### src/rtl/pipe_pkg.sv
// pipe_pkg: default ctrl_pipeline widths and stage indices consumers use to slice o_ctrl
package pipe_pkg;
  localparam int STAGES_DEF = 3;
  localparam int W_DEF = 25;
  localparam int CNT_W_DEF = 64;
  localparam int ST_EX = 0;
  localparam int ST_MEM = 1;
  localparam int ST_WB = 2;
endpackage

### src/rtl/pipe_stage_reg.sv
// pipe_stage_reg: {valid,ctrl} register; async active-low reset_x, en loads d, clr (wins over en) zeroes it
module pipe_stage_reg
  import pipe_pkg::*;
#(
  parameter int W = W_DEF
) (
  input  logic       clk,
  input  logic       reset_x,
  input  logic       en,
  input  logic       clr,
  input  logic [W:0] d,
  output logic [W:0] q
);
  logic [W:0] q_q, q_d;
  always_comb q_d = clr ? '0 : en ? d : q_q;
  always_ff @(posedge clk or negedge reset_x)
    if (!reset_x) q_q <= '0;
    else q_q <= q_d;
  assign q = q_q;
endmodule

### src/rtl/ctrl_pipeline.sv
// ctrl_pipeline: STAGES-deep valid+ctrl chain with per-stage stall/flush, backpressure (o_ready), retire pulse/counter, occupancy
module ctrl_pipeline
  import pipe_pkg::*;
#(
  parameter int STAGES = STAGES_DEF,
  parameter int W = W_DEF,
  parameter int CNT_W = CNT_W_DEF
) (
  input  logic                             clk,
  input  logic                             reset_x,
  input  logic                             i_valid,
  input  logic [W-1:0]                     i_ctrl,
  input  logic [STAGES-1:0]                i_stall,
  input  logic [STAGES-1:0]                i_flush,
  output logic                             o_ready,
  output logic [STAGES-1:0]                o_valid,
  output logic [STAGES*W-1:0]              o_ctrl,
  output logic                             o_retire,
  output logic [CNT_W-1:0]                 o_retire_cnt,
  output logic [$clog2(STAGES+1)-1:0]      o_occupancy
);
  localparam int OCC_W = $clog2(STAGES+1);
  logic [W:0] st_d [STAGES];
  logic [W:0] st_q [STAGES];
  logic [STAGES-1:0] valid, hold;
  logic [CNT_W-1:0] retire_cnt_q, retire_cnt_d;
  logic [OCC_W-1:0] occ;
  always_comb begin
    valid = '0;
    o_ctrl = '0;
    for (int i = 0; i < STAGES; i++) begin
      valid[i] = st_q[i][W];
      o_ctrl[i*W +: W] = st_q[i][W-1:0];
    end
  end
  // stalls on empty stages are ignored, so a bubble absorbs backpressure
  always_comb begin
    hold = '0;
    hold[STAGES-1] = valid[STAGES-1] & i_stall[STAGES-1];
    for (int i = STAGES-2; i >= 0; i--) hold[i] = valid[i] & (i_stall[i] | hold[i+1]);
  end
  // a stage behind a holding source takes a bubble rather than a duplicate
  always_comb begin
    st_d[0] = {i_valid, i_valid ? i_ctrl : W'(0)};
    for (int i = 1; i < STAGES; i++) st_d[i] = hold[i-1] ? '0 : st_q[i-1];
  end
  for (genvar k = 0; k < STAGES; k++) begin : g_st
    pipe_stage_reg #(.W(W)) u_reg (
      .clk     (clk),
      .reset_x (reset_x),
      .en      (!hold[k]),
      .clr     (i_flush[k]),
      .d       (st_d[k]),
      .q       (st_q[k])
    );
  end
  always_comb begin
    occ = '0;
    for (int i = 0; i < STAGES; i++) occ = occ + OCC_W'(valid[i]);
  end
  always_comb begin
    o_ready = !hold[0];
    o_retire = valid[STAGES-1] & !i_stall[STAGES-1];
    retire_cnt_d = retire_cnt_q + CNT_W'(o_retire);
    o_valid = valid;
    o_occupancy = occ;
    o_retire_cnt = retire_cnt_q;
  end
  always_ff @(posedge clk or negedge reset_x)
    if (!reset_x) retire_cnt_q <= '0;
    else retire_cnt_q <= retire_cnt_d;
endmodule

### config.mk
export PLATFORM = sky130hd
export DESIGN_NAME = ctrl_pipeline
export DESIGN_NICKNAME = d
export VERILOG_FILES = /design/src/rtl/pipe_pkg.sv /design/src/rtl/pipe_stage_reg.sv /design/src/rtl/ctrl_pipeline.sv
export SDC_FILE = /design/constraint.sdc
export NUM_CORES = 1
export LEC_CHECK = 0
export ABC_AREA = 1
export CAP_MARGIN = 20
export CORE_MARGIN = 10
export CORE_UTILIZATION = 54
export CTS_BUF_LIST = sky130_fd_sc_hd__clkbuf_8
export CTS_CLUSTER_SIZE = 40
export DETAILED_ROUTE_END_ITERATION = 7
export PLACE_DENSITY = 0.88
export SYNTH_ARGS = -nofsm -noshare
export SYNTH_HDL_FRONTEND = slang
export SYNTH_SLANG_ARGS = --single-unit
### constraint.sdc
create_clock -name clk -period 5.03 [get_ports clk]
set_input_delay 1.006 -clock clk [delete_from_list [all_inputs] [get_ports clk]]
set_output_delay 1.006 -clock clk [all_outputs]
set_load 0.005 [all_outputs]
After elaboration in Yosys (flattened, before gate mapping)
Index checks and enable logic that the tools add are counted.
Widths: inputs -> output; s select.
{ "totals": {"elab_cells": 27, "register_bits": 142, "inputBits": 34, "out_inout_bits": 146} }
{ "classes": {"eq_ne": 3, "n_addsub": 3, "bitwise": 6, "reduce_logical": 2, "muxes": 9} }
{ "ops": {"columns": ["op", "count"], "rows": [
  ["$mux 26", 8],
  ["$add 64x1->64", 1],
  ["$mux 25", 1],
  ["$ne 2x2->1 const B", 3],
  ["$and 1x1->1", 4],
  ["$add 1x1->2", 1],
  ["$add 2x1->2", 1],
  ["$logic_not 1->1", 2],
  ["$or 1x1->1", 2]
]} }

Logic depth before layout (Yosys ltp)
{ "logic_depth": {"depth_word": 8, "mapped_depth": 13, "ltp_nobuf": 13} }

Hierarchy
From an unflattened synthesis, not the netlist that was laid out.
{ "unflattened": {"hier_cells": 1032, "area_unflattened_um2": 7965.1} }
{ "by_module_without_submodules": {"columns": ["mod", "area_each_um2", "seq_area_each_um2", "instances", "cells_each"], "rows": [
  ["ctrl_pipeline", 4421.7, 1601.5, 1, 693],
  ["pipe_stage_reg", 1181.1, 650.6, 3, 113]
]} }

Worst setup path after synthesis
Ideal clock, no wire load.
{ "synth_timing": {"kind": "input -> output", "startpoint": "input i_stall[2]", "endpoint": "output o_ready", "setup_slack_ps": 2380, "arrival_time_ps": 1644, "required_time_ps": 4024, "path_stages": 6, "cell_sequence": "nand2_1 > nand2_1 > nand2_2 > nand2_1 > nand2_2 > buf_2"} }
{ "synth_between": {"elab_chain_len": 6} }
{ "synth_rtl": {"columns": ["item", "line_no", "text"], "rows": [
  ["start: declaration", "ctrl_pipeline.sv:13", "input logic [STAGES-1:0] i_stall,"],
  ["$and 1x1->1", "ctrl_pipeline.sv:39", "hold[STAGES-1] = valid[STAGES-1] & i_stall[STAGES-1];"],
  ["$or 1x1->1", "ctrl_pipeline.sv:40", "for (int i = STAGES-2; i >= 0; i--) hold[i] = valid[i] & (i_stall[i] | hold[i+1]);"],
  ["$and 1x1->1", "ctrl_pipeline.sv:40", null],
  ["$or 1x1->1", "ctrl_pipeline.sv:40", null],
  ["$and 1x1->1", "ctrl_pipeline.sv:40", null],
  ["$logic_not 1->1", "ctrl_pipeline.sv:62", "o_ready = !hold[0];"],
  ["end: declaration", "ctrl_pipeline.sv:15", "output logic o_ready,"]
]} }
No other way between the ends.

Final worst setup path
Ends and elaborated chain as after synthesis.

==> results.py <==
metrics = {
    "setup_path": {
        "critPathCaptureType": "output port",
        "path_cells": "clkdlybuf4s50_1, nand2_1, nand2_1, nand2_2, nand2_1, nand2_2, clkdlybuf4s50_1",
        "path_max_fanout": 28,
        "critical_path_depth": 7,
        "critPathMaxStageDelay_ns": 0.60,
        "rr_worst_depth": 13,
        "cp.required_ns": 4.02,
        "path_common_cell": "nand2_1",
        "cp_num_buf_inv": 2,
        "cp-startpoint": "i_stall[2]",
        "cp_top_family": "buffers and inverters",
        "crit_arrival_ns": 2.82,
        "start_kind": "input pin",
        "slowest_stage": "clkdlybuf4s50_1",
        "r2r-start": "g_st[2].u_reg.q[25]",
        "crit_type": "in -> out",
    },
    "min_path": {
        "hold_depth": 2,
        "hold_path_class": "reg -> reg",
        "hp-start": "o_retire_cnt[63]",
    },
    "logic_synthesis": {
        "ys_seq_elements": 142,
        "syn_area_um2": 6740,
        "yosysWarnings": 0,
        "synthCells": 823,
        "synthTopCellsByCount": "205 x nand2_1, 142 x dfrtp_1, 121 x nor2_1, 118 x inv_1, 50 x o22ai_1",
        "yosys-top-cells-area": "dfrtp_1 53%, nand2_1 11%, nor2_1 6.7%",
        "synthFlopType": "dfrtp_1",
        "synth_most_common_cell": "nand2_1",
        "async_flop_share_pct": 100,
        "syn_nets": 860,
        "synth_edf_count": 0,
        "synthDistinctLibCells": 24,
        "ys_seq_area_share_pct": 52.7,
        "syn_avg_cell_area_um2": 8.19,
        "yosysTopAreaCell": "dfrtp_1",
        "netlist.area_leader.share_pct": 52.7,
    },
    "finish": {
        "fill_cells": 884,
        "fin_area_um2": 9080,
        "utilization_pct": 74.9,
        "diodes": 0,
        "nNetsFinal": 1045,
        "area_growth_pct": 34.6,
        "drive_gt1_share_pct": 6.57,
    },
    "floorplan": {
        "fp.dieW_um": 132,
        "rows": 40,
        "ioPinCount": 180,
        "dieHeight_um": 132,
        "core_um2": 12100,
        "start_util_pct": 55.7,
        "dieArea_um2": 17400,
    },
    "detailed_routing": {
        "vias": 6328,
        "postRouteAntennaNets": 0,
        "drc": 0,
        "routed_via_density": 5.33,
        "wl_per_cell_um": 18.8,
        "wirelength_mm": 22.4,
        "drt_iter0_drc": 515,
        "first_pass_iters": 5,
    },
    "flow_run": {
        "maxCapViolCount": 0,
    },
    "clock_network": {
        "clk_pin_slew_ns": 0.08,
        "root_buffer": "clkbuf_8",
        "cts_setup_buffers": 0,
        "clock_path_buffers": 2,
        "cts_htree_levels": 4,
        "insertion_delay_ns": 0.46,
        "numCtsBuffers": 17,
        "cts_hold_buf": 0,
        "post_cts_resized": 0,
        "cts_sinks": 142,
        "cts_tree": "yes",
    },
    "sta": {
        "setup_slack_ns": 1.20,
        "setup_viol": 0,
        "period_needed_ns": 3.83,
        "finClkSkew_ns": 0.0146,
        "maxSlewViolCount": 0,
        "grt_setup_unrepaired": "no",
        "relSlewSlack_pct": 33.7,
        "fin_crit_sh_pct": 76.1,
        "tightest_slew_ns": 0.994,
        "max_freq_mhz": 261,
        "hold_viol": 0,
        "fin_setup_tns_ns": 0,
    },
    "global_route": {
        "grt_max_degree": 112,
        "grt_pass1_wl_mm": 35.5,
        "grtUsageTotal_pct": 25.7,
        "grt_pass1_vias": 6686,
        "antenna_found_initial": 0,
        "overflow": 0,
    },
    "place": {
        "portBuffers": 179,
        "place_congestion": 0.945,
        "dpl_cell_area_um2": 8680,
        "place_ws_ns": 1.21,
        "dpl.hpwl_mm": 17.1,
    },
    "power": {
        "peakVddDrop_v": 0.000219,
        "powerDensity_nw_per_um2": 252,
        "p_leak_nw": 3.68,
    },
    "run_status": {
        "outcome": "completed",
    },
}
cell type report:
| class | count | area [µm²] | share of cell area (%) |
|---|---|---|---|
| sequential | 142 | 3550 | 39.1 |
| clock inverter | 13 | 139 | 1.53 |
| tap | 168 | 210 | 2.32 |
| clock buffer | 18 | 248 | 2.73 |
| multi-input combinational | 547 | 2660 | 29.3 |
| inverter | 118 | 443 | 4.88 |
| timing repair buffer | 182 | 1820 | 20.1 |
layer usage:
metal	share of wire [%]	up-vias	global-route usage, %
met5	0	-	0
met4	3.6	0	11.4
met3	11	52	12.6
met2	48	285	42.0
met1	38	3024	27.6
li1	-	2967	-
logic make-up (layout without fill, tap and decap cells):
family | Yosys count | count (layout) | synth area share, %
compound gates | 99 | 99 | 8.27
buf+inv | 134 | 331 | 7.85
flops | 142 | 142 | 52.7
fa+ha+maj | 3 | 3 | 0.668
xor+xnor | 31 | 31 | 4.03
simple gates | 414 | 414 | 26.5
report_power, final:
group          leakage [nW]  total (mW)  internal [mW]  switching [mW]
registers              1.96        1.19           1.17          0.0238
clock network         0.195       0.908          0.452           0.455
logic                  1.52       0.189         0.0926          0.0959
total                  3.68        2.29           1.71           0.575
cell usage in the layout, fill, tap and decap left out, drive strengths merged:
master           n
nand2          219
clkdlybuf4s50  178
dfrtp          142
nor2           138
inv            121
o22ai           50
o21ai           45
nand3           37
xnor2           20
clkbuf          18
nand4           11
xor2            11
nand3b           7
clkinv           6
a21oi            4
buf              4
ha               2
clkinvlp         2
bufinv           2
or2              2
fa               1
tightest hold or removal path, cell delays in order (launching register included):
cell and delay [ns]:
dfrtp_1 0.37, o21ai_1 0.07, nand2_1 0.04
final timing paths:
| kind | to | slack, ns |
|---|---|---|
| setup / recovery | o_ready | 1.20 |
| hold / removal | o_retire_cnt[63] | 0.52 |
| setup reg to reg | o_retire_cnt[42] | 2.66 |
| hold reg to reg | o_retire_cnt[63] | 0.52 |
| max in group asynchronous | g_st[1].u_reg.q[11] | 3.34 |
| min in group asynchronous | o_retire_cnt[13] | 0.70 |
state kept, by name, indices dropped and copies added, names as in the netlist:
signal and flops:
g_st.u_reg.q 78, o_retire_cnt 64
per-stage QoR:
step           total power [mW]  std cells  hold WS, ns
2_1_floorplan              1.26        823        0.492
3_3_place_gp               1.39       1156        0.488
3_5_place_dp               1.40       1156        0.508
4_1_cts                    2.30       1187        0.527
5_1_grt                    2.36       1188        0.556
6_report                   2.29       1188        0.518
No activity file was read; power rests on OpenSTA's default activity.
==> patch 1, RTL diff (config.mk and constraints unchanged) <==
Set the package constant `CNT_W_DEF` to 68 (it was 64).
--- a/src/rtl/pipe_pkg.sv
+++ b/src/rtl/pipe_pkg.sv
@@ -4,3 +4,3 @@
   localparam int W_DEF = 25;
-  localparam int CNT_W_DEF = 64;
+  localparam int CNT_W_DEF = 68;
   localparam int ST_EX = 0;
Ports: changed (resized o_retire_cnt); port bits go from 180 to 184. The function was not compared with the original's and may differ.
==> patch 1 against the unedited design <==
- final area is 3.3% higher
- routed wire length is 2.3% lower
- sequential cell count is 4 higher
- total power is 1.7% higher
- first-iteration DRC count is 19% lower
- area after synthesis is 3.7% higher
- worst setup slack better by 330 ps
==> patch 1: results (changes against the unedited design) <==
[synthesis]
yosys_warnings = 0  ; unchanged
ys_async_sr_fraction = 1.000  ; unchanged
synthTopCellsByArea = sky130_fd_sc_hd__dfrtp_1 (52%), sky130_fd_sc_hd__nand2_1 (10%), sky130_fd_sc_hd__inv_1 (7.6%)  ; was sky130_fd_sc_hd__dfrtp_1 (53%), sky130_fd_sc_hd__nand2_1 (11%), sky130_fd_sc_hd__nor2_1 (6.7%)
post_synth_most_frequent_cells = sky130_fd_sc_hd__nand2_1 (187), sky130_fd_sc_hd__dfrtp_1 (146), sky130_fd_sc_hd__inv_1 (141), sky130_fd_sc_hd__nor2_1 (116), sky130_fd_sc_hd__o22ai_1 (75)  ; was sky130_fd_sc_hd__nand2_1 (205), sky130_fd_sc_hd__dfrtp_1 (142), sky130_fd_sc_hd__nor2_1 (121), sky130_fd_sc_hd__inv_1 (118), sky130_fd_sc_hd__o22ai_1 (50)
avgSynthCellArea_um2 = 8.454  ; was 8.194 um^2
mappedNetlistNets = 864  ; was 860
ys_types = 29  ; was 24
postSynth.topFlopCell = sky130_fd_sc_hd__dfrtp_1  ; unchanged
yosysSeqAreaShare = 0.5225  ; was 0.5269

[clock_network]
cts_max_level = 4  ; unchanged
clockRootBuffer = sky130_fd_sc_hd__clkbuf_8  ; unchanged
num_cts_buffers = 17  ; unchanged

[cells_and_area]
final_layout_size_suffix_gt1_frac = 0.06608  ; was 0.06569
num-nets-final = 1053  ; was 1,045

[critical_path]
critPathSlowestCell = sky130_fd_sc_hd__clkdlybuf4s50_1  ; unchanged
cpLargestDelayFamily = buffers and inverters  ; unchanged
cp_slowest_stage_delay_ps = 510  ; was 600 ps
worstPathMaxFanout = 5  ; was 28
timing.reg2reg.setup_slack_ps = 2720  ; was 2660 ps

[place]
dp_hpwl_mm = 16.78  ; was 17.11 mm
dpl-instance-area_mm2 = 0.008984  ; was 0.008676 mm^2
place_inst = 1169  ; was 1,156
buffer_ports.inserted = 183  ; was 179
routabilityCongestion = 0.9401  ; was 0.9451

[pwr]
switching_power_mw = 0.5644  ; was 0.5753 mW
largest_voltage_drop_on_the_vdd_net_uv = 206.2  ; was 219.1 uV
leakage_power_nw = 4.009  ; was 3.679 nW

[detailed_routing]
drt_iter0_markers = 416  ; was 515
vias_per_cell = 5.247  ; was 5.327
wl_per_cell_um = 18.21  ; was 18.83 um
drt_wl_total_mm = 21.87  ; was 22.37 mm

[timing]
finalClockSkew_ps = 13.00  ; was 14.62 ps
worstMarginPinSlew_ps = 1076  ; was 994.4 ps

[worst_hold_path]
min_path_type = reg -> reg  ; unchanged

[grt]
grt_pass1_wl_mm = 34.57  ; was 35.52 mm
gr-usage-all-layers = 0.2442  ; was 0.2570
first_global_vias = 6486  ; was 6,686
grt_max_degree = 115  ; was 112

[outcome]
status = finished clean  ; unchanged

[patch 1: through the flow]
step             util  setup slack (ps)  hold slack, ps
2_1_floorplan       -              2453           475.8
3_3_place_gp   0.7090              1581           471.6
3_5_place_dp   0.7090              1550           496.4
4_1_cts        0.7402              1538           517.5
5_1_grt        0.7402              1457           540.5
6_report       0.7402              1536           516.8
[patch 1: layer usage]
layer / up-vias / wire length [um] / track usage
li1: 2972 / - / -
met1: 3010 / 8278 / 0.2698
met2: 271 / 10810 / 0.4094
met3: 49 / 2113 / 0.1019
met4: 0 / 667 / 0.09674
met5: - / 0 / 0
[patch 1: layout make-up]
type	instances	area, um^2
flip-flops and latches	146	3654
repair buffers	184	1841
fillers	983	3292
inverters	143	536.8
clock inverters	13	133.9
clock buffers	19	261.5
multi-input cells	524	2738
well taps	172	215.2
[patch 1: final timing paths]
| check | from | end | cells past startpoint |
|---|---|---|---|
| max in group asynchronous | reset_x | g_st[1].u_reg.q[14] | 2 |
| worst min-delay path | o_retire_cnt[0] | o_retire_cnt[0] | 1 |
| worst max register to register | g_st[2].u_reg.q[25] | o_retire_cnt[56] | 13 |
| worst min register to register | o_retire_cnt[0] | o_retire_cnt[0] | 1 |
| worst max-delay path | i_stall[2] | o_ready | 7 |
| min in group asynchronous | reset_x | g_st[1].u_reg.q[19] | 1 |
[patch 1: cells by family after synthesis]
group	synth area share
buffers and inverters	0.08590
adder cells (fa/ha/maj)	0.006442
AO/OA/AOI/OAI	0.07856
XOR/XNOR	0.05512
AND/OR/NAND/NOR	0.2514
flip-flops	0.5225
[patch 1: power groups by stage]
stage                     sequential (mW)  clock [mW]  combinational (mW)
final                                1.23       0.916               0.187
after floorplan                      1.25           0              0.0521
after global routing                 1.23       0.980               0.204
after CTS                            1.23       0.929               0.190
after detailed placement             1.25           0               0.188
after global placement               1.25           0               0.184
==> patch 2, RTL diff (config.mk and constraints unchanged) <==
Without the edit above. Make the reset (`reset_x`) synchronous in 2 clocked blocks. Comments in the files are not updated.
--- a/src/rtl/pipe_stage_reg.sv
+++ b/src/rtl/pipe_stage_reg.sv
@@ -15,3 +15,3 @@
   always_comb q_d = clr ? '0 : en ? d : q_q;
-  always_ff @(posedge clk or negedge reset_x)
+  always_ff @(posedge clk)
     if (!reset_x) q_q <= '0;
--- a/src/rtl/ctrl_pipeline.sv
+++ b/src/rtl/ctrl_pipeline.sv
@@ -68,3 +68,3 @@
   end
-  always_ff @(posedge clk or negedge reset_x)
+  always_ff @(posedge clk)
     if (!reset_x) retire_cnt_q <= '0;
Check against the original RTL: differs if reset_x is asserted again (counterexample within 4 cycles, from zero or initial values and one cycle with reset_x low); with reset_x held inactive, the same outputs for 10 cycles.
==> patch 2 against the unedited design <==
- worst setup slack gained 110 ps
- routed wire length grew 4.7%
- total power decreased by 3.2%
- sequential share of layout area down 8.1 points
- final area is 0.95% higher
- combinational power decreased by 39%
- first-iteration DRC count is 27% higher
- critical path depth unchanged
- register-to-register slack improved by 140 ps
- worst hold slack got worse by 44 ps
- clock power rose by 5.8%
- sequential cell count stayed put
- area after synthesis rose by 2.2%
- critical path type unchanged
- largest cell class is now multi-input combinational cells
==> patch 2: results (changes against the unedited design) <==
[outcome]
status = finished clean  ; unchanged

[synthesis]
yosysSeqAreaShare = 0.4126  ; was 0.5269
mappedNetlistNets = 1063  ; was 860
ys_async_sr_fraction = 0  ; was 1.000
avgSynthCellArea_um2 = 6.716  ; was 8.194 um^2
synthTopCellsByArea = sky130_fd_sc_hd__dfxtp_1 (41%), sky130_fd_sc_hd__nand2_1 (14%), sky130_fd_sc_hd__nor2_1 (9.0%)  ; was sky130_fd_sc_hd__dfrtp_1 (53%), sky130_fd_sc_hd__nand2_1 (11%), sky130_fd_sc_hd__nor2_1 (6.7%)
post_synth_most_frequent_cells = sky130_fd_sc_hd__nand2_1 (259), sky130_fd_sc_hd__nor2_1 (165), sky130_fd_sc_hd__dfxtp_1 (142), sky130_fd_sc_hd__a21oi_1 (104), sky130_fd_sc_hd__nand3_1 (98)  ; was sky130_fd_sc_hd__nand2_1 (205), sky130_fd_sc_hd__dfrtp_1 (142), sky130_fd_sc_hd__nor2_1 (121), sky130_fd_sc_hd__inv_1 (118), sky130_fd_sc_hd__o22ai_1 (50)

[cells_and_area]
fill_cells = 1055  ; was 884
seqCellArea_mm2 = 0.002843  ; was 0.003553 mm^2
final_layout_size_suffix_gt1_frac = 0.06744  ; was 0.06569
num-nets-final = 1226  ; was 1,045

[critical_path]
worstPathMaxFanout = 26  ; was 28
cp_slowest_stage_delay_ps = 500  ; was 600 ps
rr_startpoint = g_st[2].u_reg.q[25]  ; unchanged
worst-endpoint-arrival_ps = 2710  ; was 2820 ps

[place]
place_inst = 1342  ; was 1,156
placement.setup.worst_slack_ps = 1342  ; was 1211 ps
dp_hpwl_mm = 17.36  ; was 17.11 mm
routabilityCongestion = 0.9592  ; was 0.9451
dpl-instance-area_mm2 = 0.008752  ; was 0.008676 mm^2

[timing]
finalClockSkew_ps = 15.80  ; was 14.62 ps
worstMarginPinSlew_ps = 1009  ; was 994.4 ps

[pwr]
switching_power_mw = 0.5260  ; was 0.5753 mW
power.share.clock = 0.434  ; was 0.397
pwr-share-seq = 0.514  ; was 0.521
leakage_power_nw = 3.388  ; was 3.679 nW

[grt]
grt_max_degree = 53  ; was 112
first_global_vias = 7167  ; was 6,686
gr-usage-all-layers = 0.2623  ; was 0.2570
grt_pass1_wl_mm = 37.92  ; was 35.52 mm

[detailed_routing]
drt_iter0_markers = 655  ; was 515
detailroute.via_count = 7356  ; was 6,328

[worst_hold_path]
worstHoldStart = g_st[1].u_reg.q[20]  ; was o_retire_cnt[63]

[patch 2: logic make-up after synthesis]
group	Yosys count	synth area share
xor gates and xnor gates	6	0.007627
adders and majority gates	3	0.006537
AOI/OAI and AO/OA	165	0.1273
and+or+nand+nor	579	0.3699
DFF	142	0.4126
buffers and inverters	131	0.07609
[patch 2: worst reg2reg max path: stages, from the launching register on]
cell                      delay, ps
sky130_fd_sc_hd__dfxtp_1        460
sky130_fd_sc_hd__inv_1           60
sky130_fd_sc_hd__nor2_1         130
sky130_fd_sc_hd__ha_1           210
sky130_fd_sc_hd__ha_1           220
sky130_fd_sc_hd__nand3_1        100
sky130_fd_sc_hd__nor2_1         180
sky130_fd_sc_hd__nand3_1        120
sky130_fd_sc_hd__nor2_1         370
sky130_fd_sc_hd__nand3_1        130
sky130_fd_sc_hd__nand2_1         90
sky130_fd_sc_hd__nor2_1          40
[patch 2: worst paths after layout]
check | endpoint | slack (ps) | cells past startpoint
max | o_ready | 1310 | 7
min | g_st[2].u_reg.q[20] | 470 | 2
max reg2reg | o_retire_cnt[46] | 2800 | 11
min reg2reg | g_st[2].u_reg.q[20] | 470 | 2
[patch 2: per-layer routing]
layer  vias to the layer above  track usage  routed length [um]  part of all wire
met5                         -            0                   0                 0
met4                         0      0.09841                 684             0.029
met3                        43       0.1204                2626              0.11
met2                       313       0.4156               10890              0.46
met1                      3394       0.3032                9232              0.39
li1                       3606            -                   -                 -
[patch 2: layout make-up]
class                      count  share of cell area
multi-input combinational    753              0.3845
clock buffer                  18             0.02703
timing repair buffer         184              0.1996
sequential                   142              0.3102
tap                          172             0.02348
inverter                      91             0.03727
clock inverter                13             0.01789
